`src/rtl/traffic_pkg.sv`:
```
// Shared encodings for the pedestrian traffic-light controller.
// Contents: the phase/state enum (the value is driven directly on the phase port)
// and the phase port width.
package traffic_pkg;

  localparam int unsigned PHASE_W = 2;

  typedef enum logic [PHASE_W-1:0] {
    PH_RED    = 2'd0,
    PH_GREEN  = 2'd1,
    PH_YELLOW = 2'd2,
    PH_FLASH  = 2'd3
  } phase_t;

endpackage

```
`src/rtl/tick_prescaler.sv`:
```
// Divides clk into one-cycle phase ticks.
// Ports:
//   clk   - system clock
//   reset - synchronous active-high reset, clears the counter
//   clr   - restart the count at a phase boundary
//   tick  - high on the last cycle of each TICK_DIV-cycle period
module tick_prescaler #(
  parameter int unsigned TICK_DIV = 50_000_000
) (
  input  logic clk,
  input  logic reset,
  input  logic clr,
  output logic tick
);

  localparam int unsigned CW = (TICK_DIV > 1) ? $clog2(TICK_DIV) : 1;
  localparam logic [CW-1:0] LAST = CW'(TICK_DIV - 1);

  logic [CW-1:0] cnt;

  // Free-running divider, restarted at every phase entry
  always_ff @(posedge clk) begin
    if (reset || clr) begin
      cnt <= '0;
    end else if (cnt == LAST) begin
      cnt <= '0;
    end else begin
      cnt <= cnt + CW'(1);
    end
  end

  assign tick = (cnt == LAST);

endmodule

```
`src/rtl/ped_traffic_ctrl.sv`:
```
// Single-junction traffic-light controller with latched pedestrian requests,
// early green termination and a fault-driven flashing-yellow mode.
// Ports:
//   clk, reset          - clock, synchronous active-high reset
//   ped_req             - pedestrian button (level or pulse)
//   fault               - level; forces flashing-yellow while high
//   red, yellow, green  - lamp drives
//   walk, dont_walk     - pedestrian signals (complementary)
//   ped_ack             - one-cycle pulse when a request is latched
//   phase               - 0=RED 1=GREEN 2=YELLOW 3=FLASH
//   remaining           - ticks left in phase minus 1 (0 in FLASH)
module ped_traffic_ctrl
  import traffic_pkg::*;
#(
  parameter int unsigned TICK_DIV    = 50_000_000,
  parameter int unsigned CNT_W       = 8,
  parameter int unsigned RED_T       = 10,
  parameter int unsigned GREEN_T     = 8,
  parameter int unsigned YELLOW_T    = 3,
  parameter int unsigned MIN_GREEN_T = 4
) (
  input  logic               clk,
  input  logic               reset,
  input  logic               ped_req,
  input  logic               fault,
  output logic               red,
  output logic               yellow,
  output logic               green,
  output logic               walk,
  output logic               dont_walk,
  output logic               ped_ack,
  output logic [PHASE_W-1:0] phase,
  output logic [CNT_W-1:0]   remaining
);

  localparam logic [CNT_W-1:0] RED_LOAD    = CNT_W'(RED_T - 1);
  localparam logic [CNT_W-1:0] GREEN_LOAD  = CNT_W'(GREEN_T - 1);
  localparam logic [CNT_W-1:0] YELLOW_LOAD = CNT_W'(YELLOW_T - 1);
  // Timer value at or below which MIN_GREEN_T ticks have elapsed (counting the current tick)
  localparam logic [CNT_W:0]   GREEN_CUT   = (CNT_W+1)'(GREEN_T - MIN_GREEN_T);

  phase_t           state, nxt_state;
  logic [CNT_W-1:0] nxt_timer;
  logic             pending, nxt_pending;
  logic             flash, nxt_flash;
  logic             ack_set;
  logic             clr;
  logic             tick;

  tick_prescaler #(.TICK_DIV(TICK_DIV)) u_prescaler (
    .clk   (clk),
    .reset (reset),
    .clr   (clr),
    .tick  (tick)
  );

  // Next-state, timer, pedestrian latch and flash-bit logic
  always_comb begin
    nxt_state   = state;
    nxt_timer   = remaining;
    nxt_pending = pending;
    nxt_flash   = flash;
    ack_set     = 1'b0;
    clr         = 1'b0;
    if (fault) begin
      // Fault overrides everything, including a simultaneous request or expiry
      nxt_state   = PH_FLASH;
      nxt_timer   = '0;
      nxt_pending = 1'b0;
      if (state != PH_FLASH) begin
        clr       = 1'b1;
        nxt_flash = 1'b1;
      end else if (tick) begin
        nxt_flash = ~flash;
      end
    end else begin
      if (ped_req && !pending && (state == PH_GREEN || state == PH_YELLOW)) begin
        nxt_pending = 1'b1;
        ack_set     = 1'b1;
      end
      case (state)
        PH_RED: begin
          if (tick) begin
            if (remaining == '0) begin
              nxt_state = PH_GREEN;
              nxt_timer = GREEN_LOAD;
              clr       = 1'b1;
            end else begin
              nxt_timer = remaining - CNT_W'(1);
            end
          end
        end
        PH_GREEN: begin
          if (tick) begin
            if (remaining == '0 || (pending && {1'b0, remaining} <= GREEN_CUT)) begin
              nxt_state = PH_YELLOW;
              nxt_timer = YELLOW_LOAD;
              clr       = 1'b1;
            end else begin
              nxt_timer = remaining - CNT_W'(1);
            end
          end
        end
        PH_YELLOW: begin
          if (tick) begin
            if (remaining == '0) begin
              // A request latched on this same cycle is served by the RED we enter
              nxt_state   = PH_RED;
              nxt_timer   = RED_LOAD;
              nxt_pending = 1'b0;
              clr         = 1'b1;
            end else begin
              nxt_timer = remaining - CNT_W'(1);
            end
          end
        end
        PH_FLASH: begin
          nxt_state   = PH_RED;
          nxt_timer   = RED_LOAD;
          nxt_pending = 1'b0;
          nxt_flash   = 1'b0;
          clr         = 1'b1;
        end
        default: nxt_state = PH_RED;
      endcase
    end
  end

  // State register with outputs decoded from the next state so they track it without lag
  always_ff @(posedge clk) begin
    if (reset) begin
      state     <= PH_RED;
      remaining <= RED_LOAD;
      pending   <= 1'b0;
      flash     <= 1'b0;
      red       <= 1'b1;
      yellow    <= 1'b0;
      green     <= 1'b0;
      walk      <= 1'b1;
      dont_walk <= 1'b0;
      ped_ack   <= 1'b0;
      phase     <= PH_RED;
    end else begin
      state     <= nxt_state;
      remaining <= nxt_timer;
      pending   <= nxt_pending;
      flash     <= nxt_flash;
      red       <= (nxt_state == PH_RED);
      yellow    <= (nxt_state == PH_YELLOW) || (nxt_state == PH_FLASH && nxt_flash);
      green     <= (nxt_state == PH_GREEN);
      walk      <= (nxt_state == PH_RED);
      dont_walk <= (nxt_state != PH_RED);
      ped_ack   <= ack_set;
      phase     <= nxt_state;
    end
  end

endmodule

```
`config.mk`:
```
export PLATFORM = sky130hd
export DESIGN_NAME = ped_traffic_ctrl
export DESIGN_NICKNAME = d
export VERILOG_FILES = /design/src/rtl/traffic_pkg.sv /design/src/rtl/tick_prescaler.sv /design/src/rtl/ped_traffic_ctrl.sv
export SDC_FILE = /design/constraint.sdc
export NUM_CORES = 1
export LEC_CHECK = 0
export ABC_AREA = 1
export CAP_MARGIN = 5
export CORE_MARGIN = 2
export CORE_UTILIZATION = 25
export DETAILED_ROUTE_END_ITERATION = 12
export DONT_BUFFER_PORTS = 1
export SYNTH_ARGS = -nofsm -noshare
export SYNTH_HDL_FRONTEND = slang
export SYNTH_SLANG_ARGS = --single-unit
```
`constraint.sdc`:
```
create_clock -name clk -period 2.1 [get_ports clk]
set_input_delay 0.21 -clock clk [delete_from_list [all_inputs] [get_ports clk]]
set_output_delay 0.21 -clock clk [all_outputs]
set_load 0.03 [all_outputs]
```
==> flow_metrics.py <==
metrics = {
    "outcome": {
        "status": "complete, no violations",
    },
    "synth": {
        "synth_flop_cell": "dfxtp_1",
        "synth_edf_count": 0,
        "synth_top_family_by_area": "simple AND/OR/NAND/NOR gates",
        "syn_nets": 328,
        "synth-seq-cells": 43,
        "async_reset_ff_share_pct": 0,
        "netlist_instances": 317,
        "yosys.cell_types.count": 34,
        "seq_area_frac_synth_pct": 38.12,
        "syn_area_per_cell_um2": 7.124,
        "synthMuxAreaShare_pct": 0,
        "syn_area_mm2": 0.002258,
        "yosys_warnings": 0,
        "synth_compound_area_share_pct": 10.25,
        "synth-xor-area-share_pct": 3.490,
        "synth_fa_ha_area_share_pct": 3.878,
        "synth-simple-area-share_pct": 35.40,
    },
    "grt": {
        "antenna_found_initial": 0,
        "grt_max_degree": 15,
        "grt_pass1_vias": 1907,
        "overflow": 0,
        "grt_pass1_wl_mm": 8.459,
        "grt_usage_pct": 10.41,
    },
    "cells_and_area": {
        "final_cells": 440,
        "final_cell_mix": "nand2_1, inv_1, dfxtp_1, nor2_1, nand3_1",
        "final_common_cell": "nand2_1",
        "syn2layout_area_growth_pct": 14.52,
        "drive_above_1_share_pct": 13.25,
        "diodes": 0,
        "final_net_count": 342,
        "final_core_util_pct": 29.66,
    },
    "sta": {
        "final.setup.tns_ns": 0,
        "clock.fmax_mhz": 534.2,
        "finalCritPeriodShare_pct": 89.14,
        "skew_ns": 0.008123,
        "slew_viol_final": 0,
        "slew-limit-headroom_pct": 61.57,
        "setup_viol": 0,
        "hold_viol": 0,
        "worst_pin_slew_ns": 0.5756,
        "rsz0062_at_grt": "no",
        "hold_slack_ns": 0.09772,
        "fin_crit_ns": 1.872,
    },
    "cts": {
        "numCtsBuffers": 5,
        "clk_pin_slew_ns": 0.08,
        "cts_num_sinks": 43,
        "cts_buffer_depth": 2,
        "cts_tree": "done",
        "clockRootBuffer": "clkbuf_8",
        "clock_latency_ns": 0.29,
        "post_cts_buffers": 0,
        "htree_levels": 2,
    },
    "floorplanning": {
        "start_util_pct": 25.90,
        "die_h_um": 99.05,
        "coreArea_mm2": 0.008721,
        "io-pin-count": 20,
        "die_area_mm2": 0.009810,
        "floorplan.rows": 34,
        "die_width_um": 99.05,
    },
    "placement": {
        "gp_congestion": 0.8514,
        "dp_hpwl_mm": 3.712,
        "portBuffers": 0,
        "placed_cells": 431,
    },
    "setup_path": {
        "cp-start-kind": "flop",
        "critPathLaunch": "u_prescaler.cnt[0]$_SDFF_PP0_",
        "cp-end-kind": "flop",
        "critPathSlowestCell": "dfxtp_1",
        "crit_fanout": 11,
        "r2r-start": "u_prescaler.cnt[0]$_SDFF_PP0_",
        "cp_cell_sequence": "ha_1, nand2_2, nor2_4, nand2_2, nor2_2, nand2_2, o21ai_2, nand2_1, o21ai_1, nand3_1, nor2_1",
        "arrival_ns": 2.10,
        "path_class": "reg -> reg",
        "cpMostUsedCell": "nand2_2",
        "crit_required_ns": 2.33,
        "cpPeakStageDelay_ns": 0.36,
    },
    "power_and_ir_drop": {
        "p_per_area_mw_per_mm2": 715.4,
        "max-vdd-ir-drop_uv": 487.0,
        "leakage_nw": 0.9818,
    },
    "detailed_routing": {
        "drt-total-wl_mm": 4.771,
        "via_per_inst": 4.509,
        "drt-wirelength-per-cell_um": 10.84,
        "dr.pass1.iters": 4,
        "drt_iter0_drc": 101,
        "vias": 1984,
        "post-route-drc-count": 0,
        "antenna_left": 0,
    },
    "worst_hold_path": {
        "hold_start": "ped_req",
        "hold_path_class": "in -> reg",
    },
    "flow_run": {
        "max-cap-violations": 0,
    },
}
## registers in the layout (all words and copies together), names as in the netlist
register and flops:
yellow 1, dont_walk 1, pending 1, remaining 8
ped_ack 1, flash 1, state 2, u_prescaler.cnt 26
green 1, walk 1
## repair_timing
| item | in CTS | in global routing |
|---|---|---|
| hold buffers | 1 | 0 |
| endpoints found under the setup margin | 0 | 2 |
| hold endpoints to repair | 1 | 0 |
| gates resized for setup | 0 | 1 |
## critical path, delay by kind of cell, from the launching register on
| kind | cells | cell delay (ns) |
|---|---|---|
| AOI/OAI and AO/OA | 2 | 0.34 |
| and+or+nand+nor | 8 | 0.93 |
| DFF | 1 | 0.36 |
| adders and majority gates | 1 | 0.19 |
## logic make-up after synthesis
kind of cell | after synthesis
simple gates | 168
buf+inv | 49
flops | 43
compound gates | 41
xor+xnor | 9
fa+ha+maj | 7
## where the power goes
part           total, mW  switching (mW)  internal, mW  leakage (nW)
combinational      0.212           0.138        0.0741         0.568
clock              0.769           0.295         0.474        0.0644
sequential         0.869          0.0321         0.837         0.350
total               1.85           0.465          1.39         0.982
## final cells by class
cell class	instances	area, um2
inverter	45	168.9
fill	923	6135
timing repair buffer	11	85.08
clock inverter	3	67.56
sequential	43	860.8
multi-input combinational	225	1200
clock buffer	5	68.82
tap	108	135.1
## final timing paths
kind / to / slack [ns] / depth (start not counted)
worst min register to register: u_prescaler.cnt[0]$_SDFF_PP0_ / 0.45 / 1
worst max-delay path: remaining[6]$_SDFFE_PP0P_ / 0.23 / 11
worst min-delay path: ped_ack$_SDFF_PP0_ / 0.1 / 2
worst max register to register: remaining[6]$_SDFFE_PP0P_ / 0.23 / 11
## through the flow
step	power (mW)	worst slack [ns]	instance area (um2)
floorplan	1.050	0.3721	2258
global placement	1.096	0.3028	2437
detailed placement	1.098	0.2489	2437
CTS	1.872	0.2109	2584
global route	1.932	0.01223	2586
finish	1.850	0.2280	2586
## Yosys cell counts, types with 5 or more instances
library cell  number  share of area [%]
nor2_1            42                7.0
nand4_1            5                1.4
xor2_1             6                2.3
ha_1               7                3.9
nand2_2            5                1.4
nor3_1            10                2.2
nand3_1           18                4.0
dfxtp_1           43                 38
nor2_2             7                1.9
nand2_1           63                 10
a21oi_1           17                3.8
o21ai_0            9                2.0
inv_1             44                7.3
o21ai_1            5                1.1
## per-layer routing
layer,routed length [um],track usage [%],vias up,share of wire (%)
met5,0,0,-,0
met2,2091,16.74,38,44
met4,40,2.529,0,0.84
met1,2351,13.98,899,49
met3,287,2.695,6,6.0
li1,-,-,1041,-
No activity file was read; power rests on OpenSTA's default activity.
==> variant: new RTL, same flow settings <==
The parameter `CNT_W` goes from 8 to 10.
--- a/src/rtl/ped_traffic_ctrl.sv
+++ b/src/rtl/ped_traffic_ctrl.sv
@@ -14,5 +14,5 @@
 #(
   parameter int unsigned TICK_DIV    = 50_000_000,
-  parameter int unsigned CNT_W       = 8,
+  parameter int unsigned CNT_W       = 10,
   parameter int unsigned RED_T       = 10,
   parameter int unsigned GREEN_T     = 8,
Ports: changed (resized remaining); port bits go from 20 to 22. No check against the original RTL was run, so the function may have changed too.
==> variant against the original RTL <==
- worst setup slack better by 0.036 ns
- wire length rose by 24%
- total power is 6.5% lower
- synthesized area grew 13%
- clock skew down 0.0052 ns
- sequential power up 6.0%
- worst hold slack worse by 0.032 ns
- design area rose by 11%
- via count up 20%
- sequential cell count rose by 2
- critical path depth unchanged
- critical endpoint is now walk$_SDFF_PP1_
==> variant: results (changes against the original RTL) <==
status completed (unchanged); initial antenna violation count 0 (unchanged); Pleak 1.16 nW (was 0.982 nW); met1 Use GR 14.6% (was 14.0%); global-route wire length before repair 10400 µm (was 8460 µm); Crit path largest cell delay 0.32 ns (was 0.36 ns); via-per-instance ratio 4.51 (about the same); r2r setup slk 0.26 ns (was 0.23 ns); Worst setup endpoint walk$_SDFF_PP1_ (was remaining[6]$_SDFFE_PP0P_); post-synth net total 391 (was 328); Max Clock Skew 0.00292 ns (was 0.00812 ns); antenna viol nets, final 0 (unchanged); largest net degree at the start of global routing 16 (was 15); ratio of cells with drive above 1 in the final layout 10.9% (was 13.3%); # nets final 406 (was 342); met2 Track Usage GR 18.4% (was 16.7%); hpwl dp 4530 µm (was 3710 µm); initial DRC count 137 (was 101); biggest regs u_prescaler.cnt (26), remaining (10), state (2) (was u_prescaler.cnt (26), remaining (8), state (2)); P&R area growth vs syn 12.3% (was 14.5%); Final Wtd Congestion 0.893 (was 0.851); worst skew pair latency 0.29 ns (about the same); Yosys cell types 35 (was 34); CP Launch Point remaining[1]$_SDFFE_PP0P_ (was u_prescaler.cnt[0]$_SDFF_PP0_); number of fill cells 1060 (was 923); Slew headroom 62.3% (was 61.6%); critical path peak fanout 4 (was 11); Hold Vio Cnt, Final 0 (unchanged); CP top delay family simple AND/OR/NAND/NOR gates (unchanged); cell area after placement 0.00277 mm² (was 0.00244 mm²); slowest CP cell dfxtp_1 (unchanged); critical path arrival 2.03 ns (was 2.10 ns); n_diodes 0 (unchanged); maximum vdd drop 0.000224 V (was 0.000487 V); CTS H-tree lvls 2 (unchanged); Synth Instances 380 (was 317); met3 Usage GRT 2.74% (was 2.70%); synth top area cells dfxtp_1 35%, nand2_1 13%, nor2_1 8.7% (was dfxtp_1 38%, nand2_1 10%, inv_1 7.3%); top cells by count, synth 88 x nand2_1, 59 x nor2_1, 53 x inv_1 (was 63 x nand2_1, 44 x inv_1, 43 x dfxtp_1); post-synthesis sequential area ratio 35.2% (was 38.1%); Post-Place Worst Slack 0.287 ns (was 0.249 ns); vias in the first global route 2265 (was 1907); total wire length 5910 µm (was 4770 µm); cell total after placement 519 (was 431); drt wl/cell 11.2 µm (was 10.8 µm); total track usage 11.4% (was 10.4%); final period utilization 87.4% (was 89.1%)
[variant: cell count changes after synthesis, sizes merged, moves of 2 or more]
| cell | before | now |
|---|---|---|
| nand2 | 68 | 92 |
| nor2 | 53 | 68 |
| inv | 45 | 55 |
| a21oi | 17 | 24 |
| nor3 | 10 | 15 |
| nand3 | 20 | 16 |
| nand4 | 6 | 10 |
| a22oi | 2 | 0 |
| and3 | 0 | 2 |
| dfxtp | 43 | 45 |
[variant: routing by layer]
metal  up-vias  share of wire [%]
li1       1236                  -
met1      1108                 49
met2        32                 46
met3         4                4.3
met4         0                1.3
met5         -                  0
[variant: cell type report]
| class | count | share of cell area (%) |
|---|---|---|
| clock buffer | 7 | 3.00 |
| inverter | 55 | 7.18 |
| timing repair buffer | 13 | 3.57 |
| multi-input combinational | 275 | 49.1 |
| tap | 133 | 5.79 |
| sequential | 45 | 31.3 |
[variant: worst min path at each step]
stage	start	end	depth (start not counted)	slack (ns)
after CTS	ped_req	ped_ack$_SDFF_PP0_	2	0.06
after detailed placement	reset	state[1]$_SDFF_PP0_	1	0.29
final	ped_req	ped_ack$_SDFF_PP0_	2	0.07
after floorplan	reset	state[1]$_SDFF_PP0_	1	0.28
after global routing	ped_req	ped_ack$_SDFF_PP0_	2	0.07
after global placement	reset	flash$_SDFF_PP0_	1	0.28
[variant: report_power, final]
part / internal (mW) / switching (mW)
clock network: 0.262 / 0.290
logic: 0.0884 / 0.170
registers: 0.878 / 0.0430
[variant: kinds of logic after synthesis]
family	Yosys count	synth area share, %
compound gates	48	10.6
xor+xnor	9	3.08
fa+ha+maj	7	3.42
buf+inv	60	9.63
flops	45	35.2
simple gates	211	38.1
[variant: what timing repair did]
item	CTS	global route
endpoints found under the hold margin	3	0
gates resized for setup	0	0
hold buffers	2	0
